File: src/rtl/mem_wb_stage_pkg.sv
// mem_wb_stage_pkg: FSM states, RV32I load/store size codes and decode helpers
package mem_wb_stage_pkg;

    typedef enum logic [1:0] {
        IDLE = 2'd0,
        REQ  = 2'd1,
        RSP  = 2'd2
    } state_t;

    localparam logic [2:0] F3_B  = 3'b000;
    localparam logic [2:0] F3_H  = 3'b001;
    localparam logic [2:0] F3_W  = 3'b010;
    localparam logic [2:0] F3_BU = 3'b100;
    localparam logic [2:0] F3_HU = 3'b101;

    function automatic logic f3_legal(input logic is_load, input logic [2:0] f3);
        return is_load ? (f3 inside {F3_B, F3_H, F3_W, F3_BU, F3_HU})
                       : (f3 inside {F3_B, F3_H, F3_W});
    endfunction

    // Unsigned variants share the size bits, so f3[1:0] alone decides alignment
    function automatic logic misaligned(input logic [2:0] f3, input logic [1:0] off);
        return (f3[1:0] == 2'b01 && off[0]) || (f3[1:0] == 2'b10 && off != 2'b00);
    endfunction

endpackage

File: src/rtl/mem_wb_stage_load_align.sv
// load_align: selects the addressed lane of a read word and sign/zero extends it
module load_align
    import mem_wb_stage_pkg::*;
#(
    parameter int XLEN = 32
) (
    input  logic [XLEN-1:0] rdata,
    input  logic [1:0]      off,
    input  logic [2:0]      funct3,
    output logic [XLEN-1:0] data
);

    logic [7:0]  b;
    logic [15:0] h;
    logic        sx;

    always_comb begin
        b    = rdata[{off, 3'b000} +: 8];
        h    = rdata[{off[1], 4'b0000} +: 16];
        sx   = ~funct3[2];
        data = funct3[1] ? rdata
             : funct3[0] ? {{(XLEN-16){h[15] & sx}}, h}
             :             {{(XLEN-8){b[7] & sx}}, b};
    end

endmodule

File: src/rtl/mem_wb_stage.sv
// mem_wb_stage: memory/write-back stage, runs loads/stores on the data bus and drives the regfile write port
module mem_wb_stage
    import mem_wb_stage_pkg::*;
#(
    parameter int XLEN     = 32,
    parameter int NUM_REGS = 32,
    parameter int RSLEN    = $clog2(NUM_REGS)
) (
    input  logic             clk,
    input  logic             rst,
    input  logic             ex_valid,
    output logic             ex_ready,
    input  logic [RSLEN-1:0] ex_rd,
    input  logic             ex_we,
    input  logic             ex_is_load,
    input  logic             ex_is_store,
    input  logic [2:0]       ex_funct3,
    input  logic [XLEN-1:0]  ex_result,
    input  logic [XLEN-1:0]  ex_sdata,
    output logic             dbus_req,
    output logic             dbus_we,
    output logic [XLEN-1:0]  dbus_addr,
    output logic [XLEN-1:0]  dbus_wdata,
    output logic [3:0]       dbus_be,
    input  logic             dbus_gnt,
    input  logic             dbus_rvalid,
    input  logic [XLEN-1:0]  dbus_rdata,
    output logic [XLEN-1:0]  wb_data,
    output logic [RSLEN-1:0] wb_addr,
    output logic             wb_e,
    output logic             mem_err
);

    state_t           state, next_state;
    logic             accept, is_mem, bad, mem_go, alu_wr, ld_wr;
    logic [RSLEN-1:0] op_rd;
    logic [2:0]       op_f3;
    logic [1:0]       op_off;
    logic [3:0]       be;
    logic [XLEN-1:0]  wdata, ld_data;

    load_align #(.XLEN(XLEN)) u_load_align (
        .rdata  (dbus_rdata),
        .off    (op_off),
        .funct3 (op_f3),
        .data   (ld_data)
    );

    always_ff @(posedge clk or posedge rst) begin
        if (rst)
            state <= IDLE;
        else
            state <= next_state;
    end

    always_comb begin
        next_state = state == IDLE ? (mem_go ? REQ : IDLE)
                   : state == REQ  ? (dbus_gnt ? (dbus_we ? IDLE : RSP) : REQ)
                   :                 (dbus_rvalid ? IDLE : RSP);
    end

    always_comb begin
        ex_ready = state == IDLE;
        dbus_req = state == REQ;
    end

    // Decode of the op presented by EX, only meaningful on accept
    always_comb begin
        accept = ex_valid & ex_ready;
        is_mem = ex_is_load | ex_is_store;
        bad    = (ex_is_load & ex_is_store) | ~f3_legal(ex_is_load, ex_funct3)
               | misaligned(ex_funct3, ex_result[1:0]);
        mem_go = accept & is_mem & ~bad;
        alu_wr = accept & ~is_mem & ex_we & (ex_rd != '0);
        ld_wr  = state == RSP & dbus_rvalid & (op_rd != '0);
        be     = ex_is_load  ? 4'b1111
               : ex_funct3[1] ? 4'b1111
               : ex_funct3[0] ? 4'b0011 << ex_result[1:0]
               :                4'b0001 << ex_result[1:0];
        wdata  = ex_is_load   ? '0
               : ex_funct3[1] ? ex_sdata
               : ex_funct3[0] ? {2{ex_sdata[15:0]}}
               :                {4{ex_sdata[7:0]}};
    end

    always_ff @(posedge clk or posedge rst) begin
        if (rst) begin
            dbus_we    <= 1'b0;
            dbus_addr  <= '0;
            dbus_wdata <= '0;
            dbus_be    <= '0;
            op_rd      <= '0;
            op_f3      <= '0;
            op_off     <= '0;
            wb_data    <= '0;
            wb_addr    <= '0;
            wb_e       <= 1'b0;
            mem_err    <= 1'b0;
        end else begin
            wb_e    <= alu_wr | ld_wr;
            mem_err <= accept & is_mem & bad;
            if (mem_go) begin
                dbus_we    <= ex_is_store;
                dbus_addr  <= {ex_result[XLEN-1:2], 2'b00};
                dbus_wdata <= wdata;
                dbus_be    <= be;
                op_rd      <= ex_rd;
                op_f3      <= ex_funct3;
                op_off     <= ex_result[1:0];
            end
            if (alu_wr) begin
                wb_addr <= ex_rd;
                wb_data <= ex_result;
            end
            if (ld_wr) begin
                wb_addr <= op_rd;
                wb_data <= ld_data;
            end
        end
    end

endmodule

File: config.mk
export PLATFORM = sky130hd
export DESIGN_NAME = mem_wb_stage
export DESIGN_NICKNAME = d
export VERILOG_FILES = /design/src/rtl/mem_wb_stage_pkg.sv /design/src/rtl/mem_wb_stage_load_align.sv /design/src/rtl/mem_wb_stage.sv
export SDC_FILE = /design/constraint.sdc
export NUM_CORES = 1
export LEC_CHECK = 0
export CAP_MARGIN = 5
export CELL_PAD_IN_SITES_DETAIL_PLACEMENT = 1
export CELL_PAD_IN_SITES_GLOBAL_PLACEMENT = 1
export CORE_MARGIN = 1.5
export CORE_UTILIZATION = 35
export CTS_BUF_LIST = sky130_fd_sc_hd__clkbuf_4
export DETAILED_ROUTE_END_ITERATION = 12
export PLACE_DENSITY_LB_ADDON = 0.25
export SETUP_SLACK_MARGIN = 0.4
export SYNTH_ARGS = -nofsm -noshare
export SYNTH_HDL_FRONTEND = slang
export SYNTH_HIERARCHICAL = 1
export SYNTH_SLANG_ARGS = --single-unit
File: constraint.sdc
create_clock -name clk -period 4.6 [get_ports clk]
set_input_delay 0.92 -clock clk [delete_from_list [all_inputs] [get_ports clk]]
set_output_delay 0.92 -clock clk [all_outputs]
set_load 0.005 [all_outputs]
==> metrics.yaml <==
die:
  start_util_pct: 36.12
  die_w_um: 134.5
  die_h_um: 134.5
  core_mm2: 0.01676
  die_area_mm2: 0.01809
  rows: 47
  ioPinCount: 222
setup_path:
  crit_fanout: 45
  criticalPathCategory: "in -> reg"
  endpoint_kind: "flip-flop"
  ff2ff_setup_slack_ps: 2080
  timing.rr.start: "op_rd[0]"
  rr_worst_depth: 5
  arrival_ps: 3210
  rr_endpoint: "wb_data[22]"
  worst-endpoint-required_ps: 5010
  start_kind: "input port"
synthesis:
  yosysTopAreaCellShare_pct: 48.78
  yosysWarnings: 6
  synth_seq_cells: 118
  synth-seq-area-share_pct: 48.78
  syn_area_per_cell_um2: 11.13
  yosys-top-cells-area: "dfrtp_1 49%, mux2_2 14%, a221o_1 6.1%"
  synthesis.area_mm2: 0.006053
  netlist_instances: 544
  yosysUniqueCellTypes: 44
  yosys.area.top_type: "dfrtp_1"
detailed_routing:
  dr.pass1.iters: 5
  vias: 5200
  wl_um: 19820
  final_antenna_net_count: 0
  routedWlPerCell_um: 20.20
  route.detailed.drc: 0
  drtIter0Drc: 225
  vias_per_cell: 5.301
power:
  power_frac_seq_pct: 40.1
  ir_worst_vdd_mv: 0.2052
  p_int_w: 0.002872
  clock_power_share_pct: 18.1
  p_comb_share_pct: 41.8
  power_density_mw_per_mm2: 481.6
  leakagePower_nw: 3.736
  swShare_pct: 31.22
  switchingPower_w: 0.001303
global_routing:
  antenna_found_initial: 1
  gr-total-overflow: 0
  grt.total_usage_pct: 22.54
  grt_max_degree: 71
  grt_pass1_wl_um: 31610
  grt_pass1_vias: 5725
timing:
  rsz0062_at_grt: "no"
  whs_ps: 495.0
  period_share_pct: 60.79
  finalMaxSlewViolations: 0
  layout_setup_ws_ps: 1804
  finalHoldViolCount: 0
  fin_skew_ps: 13.49
  final-setup-viol-count: 0
  fmax_mhz: 357.6
  worst_pin_slew_ps: 1133
  layout_min_cycle_time_ps: 2796
  maxSlewHeadroom_pct: 24.49
  fin_tns_setup_ps: 0
placement:
  dp_cells: 948
  io_buffer_count: 219
  place_ws_ps: 1234
  place_congestion: 0.8403
  dp_hpwl_um: 14590
clock_tree:
  postCtsSetupRepairBufs: 0
  clock_sinks: 118
  worstSkewPairLatency_ps: 530
  cts_root_buffer: "clkbuf_4"
  ctsHtreeMaxLevel: 4
  cts_tree: "yes"
  cts_resized: 0
  cts_buffer_depth: 2
  cts_made_buffers: 17
  ctsHoldBuffers: 0
  clk_pin_slew_worst_paths_ps: 110
worst_hold_path:
  hp-class: "reg -> reg"
  min_delay_path_depth: 1
  min-delay-start: "dbus_addr[2]"
  hold_path_end: "dbus_addr[2]"
cells_and_area:
  stdcell_count: 981
  area_growth_pct: 43.20
  drive_gt1_share_pct: 16.18
  fin_nets: 859
  final_cell_mix: "219 x clkdlybuf4s50_1, 118 x dfrtp_1, 74 x mux2_2"
  fillCellCount: 1790
  layout_commonest_cell: "clkdlybuf4s50_1"
outcome:
  status: "completed"
run:
  drv_cap: 0
## metal layers
| layer | GRT usage [%] | wire, um | up-vias |
|---|---|---|---|
| met5 | 0 | 0 | - |
| met4 | 7.527 | 325 | 0 |
| met1 | 28.33 | 8388 | 2602 |
| met3 | 6.156 | 1274 | 21 |
| li1 | - | - | 2414 |
| met2 | 37.61 | 9832 | 163 |
## power by group through the flow
stage                     sequential [W]  clock [W]  combinational (W)
after floorplan                  0.00165          0           0.000746
after global placement           0.00167          0            0.00170
after detailed placement         0.00169          0            0.00175
after CTS                        0.00168   0.000787            0.00176
after global routing             0.00173   0.000832            0.00188
final                            0.00168   0.000756            0.00174
## cells by family (layout without fill, tap and decap cells)
| logic type | Yosys count | count (layout) | synth area share [%] |
|---|---|---|---|
| buf+inv | 70 | 285 | 5.498 |
| other cells | 1 | 3 | 0.06195 |
| compound gates | 149 | 149 | 16.45 |
| simple gates | 102 | 102 | 9.591 |
| mux | 104 | 104 | 19.62 |
| flops | 118 | 118 | 48.78 |
## stage by stage
step | total power [W] | instance area, um^2 | utilization, %
global route | 0.004441 | 8668 | 51.72
detailed placement | 0.003448 | 8391 | 50.06
global placement | 0.003373 | 8391 | 50.06
floorplan | 0.002393 | 6057 | -
finish | 0.004175 | 8668 | 51.72
CTS | 0.004225 | 8666 | 51.71
## state kept, by name (all words and copies together), names as in the netlist
register,cells
dbus_be,4
op_off,2
op_f3,3
dbus_wdata,32
dbus_addr,30
dbus_we,1
wb_e,1
wb_data,32
op_rd,5
wb_addr,5
state,2
mem_err,1
## worst max-delay path by stage
stage,from,to,slack [ps],depth (start not counted)
floorplan,rst,dbus_addr[10],550,1
global placement,ex_funct3[0],dbus_addr[24],1310,6
detailed placement,ex_funct3[0],dbus_addr[22],1230,6
CTS,ex_funct3[0],dbus_addr[23],1830,6
global route,ex_funct3[0],dbus_wdata[7],1700,6
finish,ex_funct3[0],dbus_wdata[28],1800,6
## layout make-up
type / instances / area [um^2] / share of cell area (%)
inverter: 25 / 96.34 / 1.111
clock buffer: 18 / 135.1 / 1.559
clock inverter: 14 / 140.1 / 1.617
tap: 220 / 275.3 / 3.176
multi-input combinational: 357 / 2794 / 32.23
antenna: 1 / 2.502 / 0.02887
sequential: 118 / 2953 / 34.06
timing repair buffer: 228 / 2272 / 26.21
## synthesized netlist by cell type, drive strengths merged
master and count:
o32ai 1, or3 1, a221o 37, nand2b 2
conb 1, mux2i 9, nor3 4, a211oi 1
a31o 1, nor2b 10, and2 1, a211o 1
dfrtp 118, a22o 7, nand2 19, o21ai 46
mux2 94, a21o 2, or3b 1, nor3b 2
inv 25, a32oi 1, or2 1, clkbuf 18
mux4 1, a221oi 1, a31oi 10, a21oi 41
buf 27, and4b 8, and3 22, nor2 31
## critical path: stages
cell and delay [ps]:
clkdlybuf4s50_1 710, nor2_1 300, a21oi_1 180, nor3_4 150, buf_4 520, mux2_2 410
(Power assumes the default switching activity.)
